### config.mk
export PLATFORM = sky130hd
export DESIGN_NAME = bcd_timekeeper
export DESIGN_NICKNAME = d
export VERILOG_FILES = /design/src/rtl/timekeeper_pkg.sv /design/src/rtl/tick_gen.sv /design/src/rtl/bcd_timekeeper.sv
export SDC_FILE = /design/constraint.sdc
export NUM_CORES = 1
export LEC_CHECK = 0
export ABC_CLOCK_PERIOD_IN_PS = 4800
export BUFFER_PORTS_ARGS = -buffer_cell sky130_fd_sc_hd__clkbuf_2
export CORE_UTILIZATION = 30
export CTS_CLUSTER_DIAMETER = 120
export CTS_CLUSTER_SIZE = 14
export DETAILED_ROUTE_END_ITERATION = 12
export HOLD_SLACK_MARGIN = 0.02
export PLACE_DENSITY = 0.48
export SETUP_SLACK_MARGIN = 0.3
export SLEW_MARGIN = 30
export SYNTH_ARGS = -nofsm -noshare
export SYNTH_HDL_FRONTEND = slang
export SYNTH_SLANG_ARGS = --single-unit
### constraint.sdc
create_clock -name clk -period 4.8 [get_ports clk]
set_input_delay 0.48 -clock clk [delete_from_list [all_inputs] [get_ports clk]]
set_output_delay 0.48 -clock clk [all_outputs]
set_load 0.005 [all_outputs]
### src/rtl/timekeeper_pkg.sv
// Shared constants, digit offsets and BCD helpers
// for the BCD timekeeper.
package timekeeper_pkg;

  localparam int DIGIT_W = 4;
  localparam int PAIR_W  = 2 * DIGIT_W;

  localparam int SEC_U_LSB = 0;
  localparam int SEC_T_LSB = 4;
  localparam int MIN_U_LSB = 8;
  localparam int MIN_T_LSB = 12;
  localparam int HR_U_LSB  = 16;
  localparam int HR_T_LSB  = 20;

  localparam int AL_MIN_U_LSB = 0;
  localparam int AL_MIN_T_LSB = 4;
  localparam int AL_HR_U_LSB  = 8;
  localparam int AL_HR_T_LSB  = 12;

  localparam logic [PAIR_W-1:0] SEC_MAX = 8'h59;
  localparam logic [PAIR_W-1:0] MIN_MAX = 8'h59;
  localparam logic [PAIR_W-1:0] HR_MAX  = 8'h23;
  localparam logic [PAIR_W-1:0] HR_NOON = 8'h12;

  typedef logic [PAIR_W-1:0] bcd2_t;

  typedef struct packed {
    bcd2_t hr;
    bcd2_t min;
    bcd2_t sec;
  } hms_t;

  // both digits decimal and value within [0, max]
  function automatic logic bcd2_ok(
    input bcd2_t v,
    input bcd2_t max
  );
    return (v[3:0] <= 4'd9) &&
           (v[7:4] <= 4'd9) &&
           (v <= max);
  endfunction

  function automatic bcd2_t bcd2_inc(input bcd2_t v);
    if (v[3:0] == 4'd9)
      return {v[7:4] + 4'd1, 4'd0};
    return {v[7:4], v[3:0] + 4'd1};
  endfunction

  // 24h hour -> 12h display hour
  function automatic bcd2_t hr_to_12(input bcd2_t h);
    if (h == 8'h00)
      return HR_NOON;
    if (h <= HR_NOON)
      return h;
    if (h[7:4] == 4'd1)
      return {4'd0, h[3:0] - 4'd2};
    if (h[3:0] <= 4'd1)
      return {4'd0, h[3:0] + 4'd8};
    return {4'd1, h[3:0] - 4'd2};
  endfunction

  // 12h hour (01-12) plus PM flag -> 24h hour
  function automatic bcd2_t hr_from_12(
    input bcd2_t h,
    input logic  pm
  );
    if (h == HR_NOON)
      return pm ? HR_NOON : 8'h00;
    if (!pm)
      return h;
    if (h[7:4] == 4'd1)
      return {4'd2, h[3:0] + 4'd2};
    if (h[3:0] <= 4'd7)
      return {4'd1, h[3:0] + 4'd2};
    return {4'd2, h[3:0] - 4'd8};
  endfunction

endpackage

### src/rtl/tick_gen.sv
// Prescaler producing a one-cycle tick every
// CLK_FREQ/TICK_HZ clocks; clr restarts the count.
module tick_gen #(
  parameter int CLK_FREQ = 50_000_000,
  parameter int TICK_HZ  = 1
) (
  input  logic clk,
  input  logic rst_n,
  input  logic clr,
  output logic tick
);

  localparam int DIV = CLK_FREQ / TICK_HZ;
  localparam int CW  = (DIV > 2) ? $clog2(DIV) : 1;
  localparam logic [CW-1:0] LAST = CW'(DIV - 1);

  logic [CW-1:0] cnt_q;
  logic [CW-1:0] cnt_d;

  assign tick = (cnt_q == LAST);

  // next count: clear, wrap at terminal, else step
  always_comb begin
    cnt_d = cnt_q + 1'b1;
    if (clr || tick)
      cnt_d = '0;
  end

  // prescaler register
  always_ff @(posedge clk or negedge rst_n) begin
    if (!rst_n)
      cnt_q <= '0;
    else
      cnt_q <= cnt_d;
  end

endmodule

### src/rtl/bcd_timekeeper.sv
// 24h BCD time-of-day counter with 12h/24h view,
// validated load and a daily hh:mm alarm.
module bcd_timekeeper
  import timekeeper_pkg::*;
#(
  parameter int CLK_FREQ = 50_000_000,
  parameter int TICK_HZ  = 1
) (
  input  logic        clk,
  input  logic        rst_n,
  input  logic        mode_24h,
  input  logic        set_valid,
  input  logic [23:0] set_time,
  input  logic        set_pm,
  input  logic        alarm_we,
  input  logic [15:0] alarm_hhmm,
  input  logic        alarm_en,
  output logic [23:0] time_bcd,
  output logic        is_am,
  output logic        tick,
  output logic        set_err,
  output logic        alarm_hit
);

  hms_t        time_q, time_d;
  logic [15:0] alarm_q, alarm_d;
  logic        set_err_q, set_err_d;
  logic        alarm_hit_q, alarm_hit_d;

  hms_t  set_hms;
  hms_t  inc_hms;
  bcd2_t set_hr, set_min, set_sec;
  bcd2_t al_hr, al_min;
  logic  set_hr_ok;
  logic  set_ok;
  logic  al_ok;
  logic  load;

  tick_gen #(
    .CLK_FREQ(CLK_FREQ),
    .TICK_HZ (TICK_HZ)
  ) u_tick_gen (
    .clk  (clk),
    .rst_n(rst_n),
    .clr  (load),
    .tick (tick)
  );

  // validate and convert the load and alarm requests
  always_comb begin
    set_hr  = set_time[HR_U_LSB  +: PAIR_W];
    set_min = set_time[MIN_U_LSB +: PAIR_W];
    set_sec = set_time[SEC_U_LSB +: PAIR_W];
    al_hr   = alarm_hhmm[AL_HR_U_LSB  +: PAIR_W];
    al_min  = alarm_hhmm[AL_MIN_U_LSB +: PAIR_W];
    if (mode_24h)
      set_hr_ok = bcd2_ok(set_hr, HR_MAX);
    else
      set_hr_ok = bcd2_ok(set_hr, HR_NOON) &&
                  (set_hr != 8'h00);
    set_ok = set_hr_ok &&
             bcd2_ok(set_min, MIN_MAX) &&
             bcd2_ok(set_sec, SEC_MAX);
    al_ok  = bcd2_ok(al_hr, HR_MAX) &&
             bcd2_ok(al_min, MIN_MAX);
    set_hms.hr  = mode_24h ? set_hr :
                  hr_from_12(set_hr, set_pm);
    set_hms.min = set_min;
    set_hms.sec = set_sec;
    load = set_valid && set_ok;
  end

  // one-second advance with sec/min/hour carries
  always_comb begin
    inc_hms = time_q;
    if (time_q.sec == SEC_MAX) begin
      inc_hms.sec = '0;
      if (time_q.min == MIN_MAX) begin
        inc_hms.min = '0;
        if (time_q.hr == HR_MAX)
          inc_hms.hr = '0;
        else
          inc_hms.hr = bcd2_inc(time_q.hr);
      end else begin
        inc_hms.min = bcd2_inc(time_q.min);
      end
    end else begin
      inc_hms.sec = bcd2_inc(time_q.sec);
    end
  end

  // next state: load beats tick, alarm only on advance
  always_comb begin
    time_d      = time_q;
    alarm_d     = alarm_q;
    set_err_d   = (set_valid && !set_ok) ||
                  (alarm_we && !al_ok);
    alarm_hit_d = 1'b0;
    if (load)
      time_d = set_hms;
    else if (tick)
      time_d = inc_hms;
    if (alarm_we && al_ok)
      alarm_d = alarm_hhmm;
    if (tick && !load && alarm_en &&
        inc_hms.hr  == alarm_q[AL_HR_U_LSB  +: PAIR_W] &&
        inc_hms.min == alarm_q[AL_MIN_U_LSB +: PAIR_W] &&
        inc_hms.sec == 8'h00)
      alarm_hit_d = 1'b1;
  end

  // state registers
  always_ff @(posedge clk or negedge rst_n) begin
    if (!rst_n) begin
      time_q      <= '0;
      alarm_q     <= '0;
      set_err_q   <= 1'b0;
      alarm_hit_q <= 1'b0;
    end else begin
      time_q      <= time_d;
      alarm_q     <= alarm_d;
      set_err_q   <= set_err_d;
      alarm_hit_q <= alarm_hit_d;
    end
  end

  // display decode; mode only changes the hour view
  always_comb begin
    time_bcd = {mode_24h ? time_q.hr :
                hr_to_12(time_q.hr),
                time_q.min, time_q.sec};
    is_am    = (time_q.hr < HR_NOON);
  end

  assign set_err   = set_err_q;
  assign alarm_hit = alarm_hit_q;

endmodule

==> reports/metrics.yaml <==
ys_warn_count: 0
grt_pass1_wl_mm: 21.2
grt_max_degree: 47
via_count: 4294
hold_viol: 0
maxSlewHeadroom_pct: 42.9
start_util_pct: 31.2
top_layer_used: "met4"
status: "completed"
synth_top_area_share_pct: 35.4
htreeDepth: 3
synth_edf_count: 0
end_kind: "primary output"
rsz0062_at_grt: "no"
ys_ff_latch: 68
cts-hold-fix-buffers: 0
clk_path_buf_depth: 2
drt-total-wl_mm: 13.0
cts_tree: "yes"
netlist_instances: 569
drt_iter0_markers: 297
postPlaceCellArea_um2: 5260
ys_seq_area_share_pct: 35.4
antenna_found_initial: 0
syn_area_per_cell_um2: 8.45
peakVddDrop_v: 0.000219
postCtsSetupRepairBufs: 0
core_um2: 15400
place_hpwl_mm: 9.93
p_per_area_nw_per_um2: 327
cts_sinks: 68
final_cell_area_um2: 5610
ys.flop_type: "dfrtp_1"
maxSlewViolCount: 0
drive_gt1_share_pct: 19.5
insertion_delay_ns: 0.33
crit_path_frequent_cell: "nand2_1"
cap_violations: 0
tightest_slew_ns: 0.850
instances_no_fill: 836
r2r_start: "time_bcd[0]"
cts.clk_slew.worst_paths_ns: 0.06
antennaDiodeCount: 0
cts_made_buffers: 9
path_class: "reg -> out"
crit_required_ns: 4.32
ys_top_cells_by_area: "dfrtp_1 (35%), nand2_1 (5.3%), o21ai_0 (5.2%), nor2_1 (4.7%), ha_1 (4.2%)"
cts-root-buf: "clkbuf_16"
final_util_pct: 36.4
p_leak_nw: 2.37
path_max_fanout: 12
finalSetupViolations: 0
fin_crit_sh_pct: 64.1
nNetsFinal: 683
layout_min_cycle_time_ns: 3.08
design.die.area_um2: 16500
route.detailed.drc: 0
drt-vias-per-instance: 5.14
synth_cell_types: 68
async_flop_share_pct: 100
met2_length_mm: 6.07
io_buffers: 74
r2r-end: "alarm_hit"
regToRegSetupSlack_ns: 1.83
yosys-top-cells-count: "dfrtp_1 (68), nand2_1 (68), nor2_1 (60)"
hold_class: "in -> async"
dp_cells: 820
start_kind: "flop"
ff2ff_path_depth: 7
grt.overflow.total: 0
skew_ns: 0.00608
fp-row-count: 45
met3WireLength_um: 668
areaGrowthSynthToFinish_pct: 16.7
met1_length_mm: 6.13
synth_top_area_cell: "dfrtp_1"
cts_resized: 0
grt_pass1_vias: 4131
die_x_um: 129
crit_chain: "inv_1 > nand2_1 > nand2_1 > nand3_1 > inv_1 > a31oi_1 > nor2b_1 > nand2_1 > a21oi_1 > clkbuf_2"
worstPathArrival_ns: 2.60
ant_nets: 0
synth_area_um2: 4810
die_h_um: 129
syn_nets: 632
max_freq_mhz: 325
cpPeakStageDelay_ns: 0.61
track_usage_pct: 16.6
finalSetupTns_ns: 0
io_pins: 75
place_congestion: 0.878
drtPass1Iterations: 4
wl_per_cell_um: 15.6
cp_slowest_cell: "dfrtp_1"
## where the power goes
part	internal [W]	total, W	leakage, nW	switching [W]
combinational	0.000146	0.000305	1.38	0.000158
clock	0.000535	0.000790	0.173	0.000255
sequential	0.000643	0.000739	0.810	0.0000957
## cells in the final DEF (no fill, tap or decap), types with 3 or more instances in the layout
cell type	instances
a211oi_1	3
and3b_1	4
nand4_1	7
o221ai_1	3
o21ai_1	4
mux2i_1	8
mux2_2	13
dfrtp_1	68
nand3_1	21
or4_1	3
inv_1	14
and4_1	3
nor3_1	18
xor2_1	20
nor2_1	59
bufinv_16	3
a2111oi_0	3
clkbuf_2	73
ha_1	16
or3_1	4
nand2_1	68
o22ai_1	3
buf_4	4
xnor2_1	15
nor4_1	8
nor2b_1	14
and3_1	11
o211ai_1	5
a21oi_1	28
o21ai_0	50
a22oi_1	3
a31oi_1	6
clkbuf_16	9
## cells by family after synthesis
group	after synthesis	share of synthesized area, %
compound gates	128	16.2
simple gates	249	27.6
buf+inv	52	5.59
mux	21	4.71
flops	68	35.4
fa+ha+maj	16	4.16
xor+xnor	35	6.37
## flip-flops by register name, summed over array words and instances, names as in the netlist
name	flops
alarm_q	16
time_bcd	16
set_err	1
u_tick_gen.cnt_q	26
time_q	8
alarm_hit	1
## cell type report
type	count	area, µm²
well taps	211	264
inverters	14	52.6
clock buffers	12	256
fillers	1643	9820
clock inverters	4	95.1
flip-flops and latches	68	1700
multi-input cells	449	2840
repair buffers	78	400
## through the flow
stage	hold WS [ns]	worst slack [ns]	total power [W]
5_1_grt	0.153	1.48	0.00194
2_1_floorplan	0.184	2.52	0.000947
3_5_place_dp	0.460	1.85	0.00106
6_report	0.118	1.72	0.00183
3_3_place_gp	0.448	1.97	0.00105
4_1_cts	0.134	1.72	0.00186
## critical path: cells and delay by family (launching register included)
family	cells	cell delay, ns
flops	1	0.61
simple gates	5	0.89
compound gates	2	0.33
buf+inv	3	0.44
## worst max path at each step
| stage | startpoint | end | slack (ns) | cells after the start |
|---|---|---|---|---|
| global placement | time_bcd[1] | alarm_hit | 1.97 | 8 |
| detailed placement | time_bcd[0] | alarm_hit | 1.85 | 8 |
| finish | time_q[17] | time_bcd[18] | 1.72 | 10 |
| CTS | time_q[17] | time_bcd[18] | 1.72 | 10 |
| global route | time_q[17] | time_bcd[18] | 1.48 | 10 |
| floorplan | time_q[18] | time_bcd[18] | 2.52 | 10 |
## routing by layer
metal | global-route usage, % | vias up
met5 | 0 | -
met4 | 4.01 | 0
met3 | 3.53 | 11
met2 | 27.0 | 115
met1 | 22.4 | 2033
li1 | - | 2135
(Power assumes the default switching activity.)
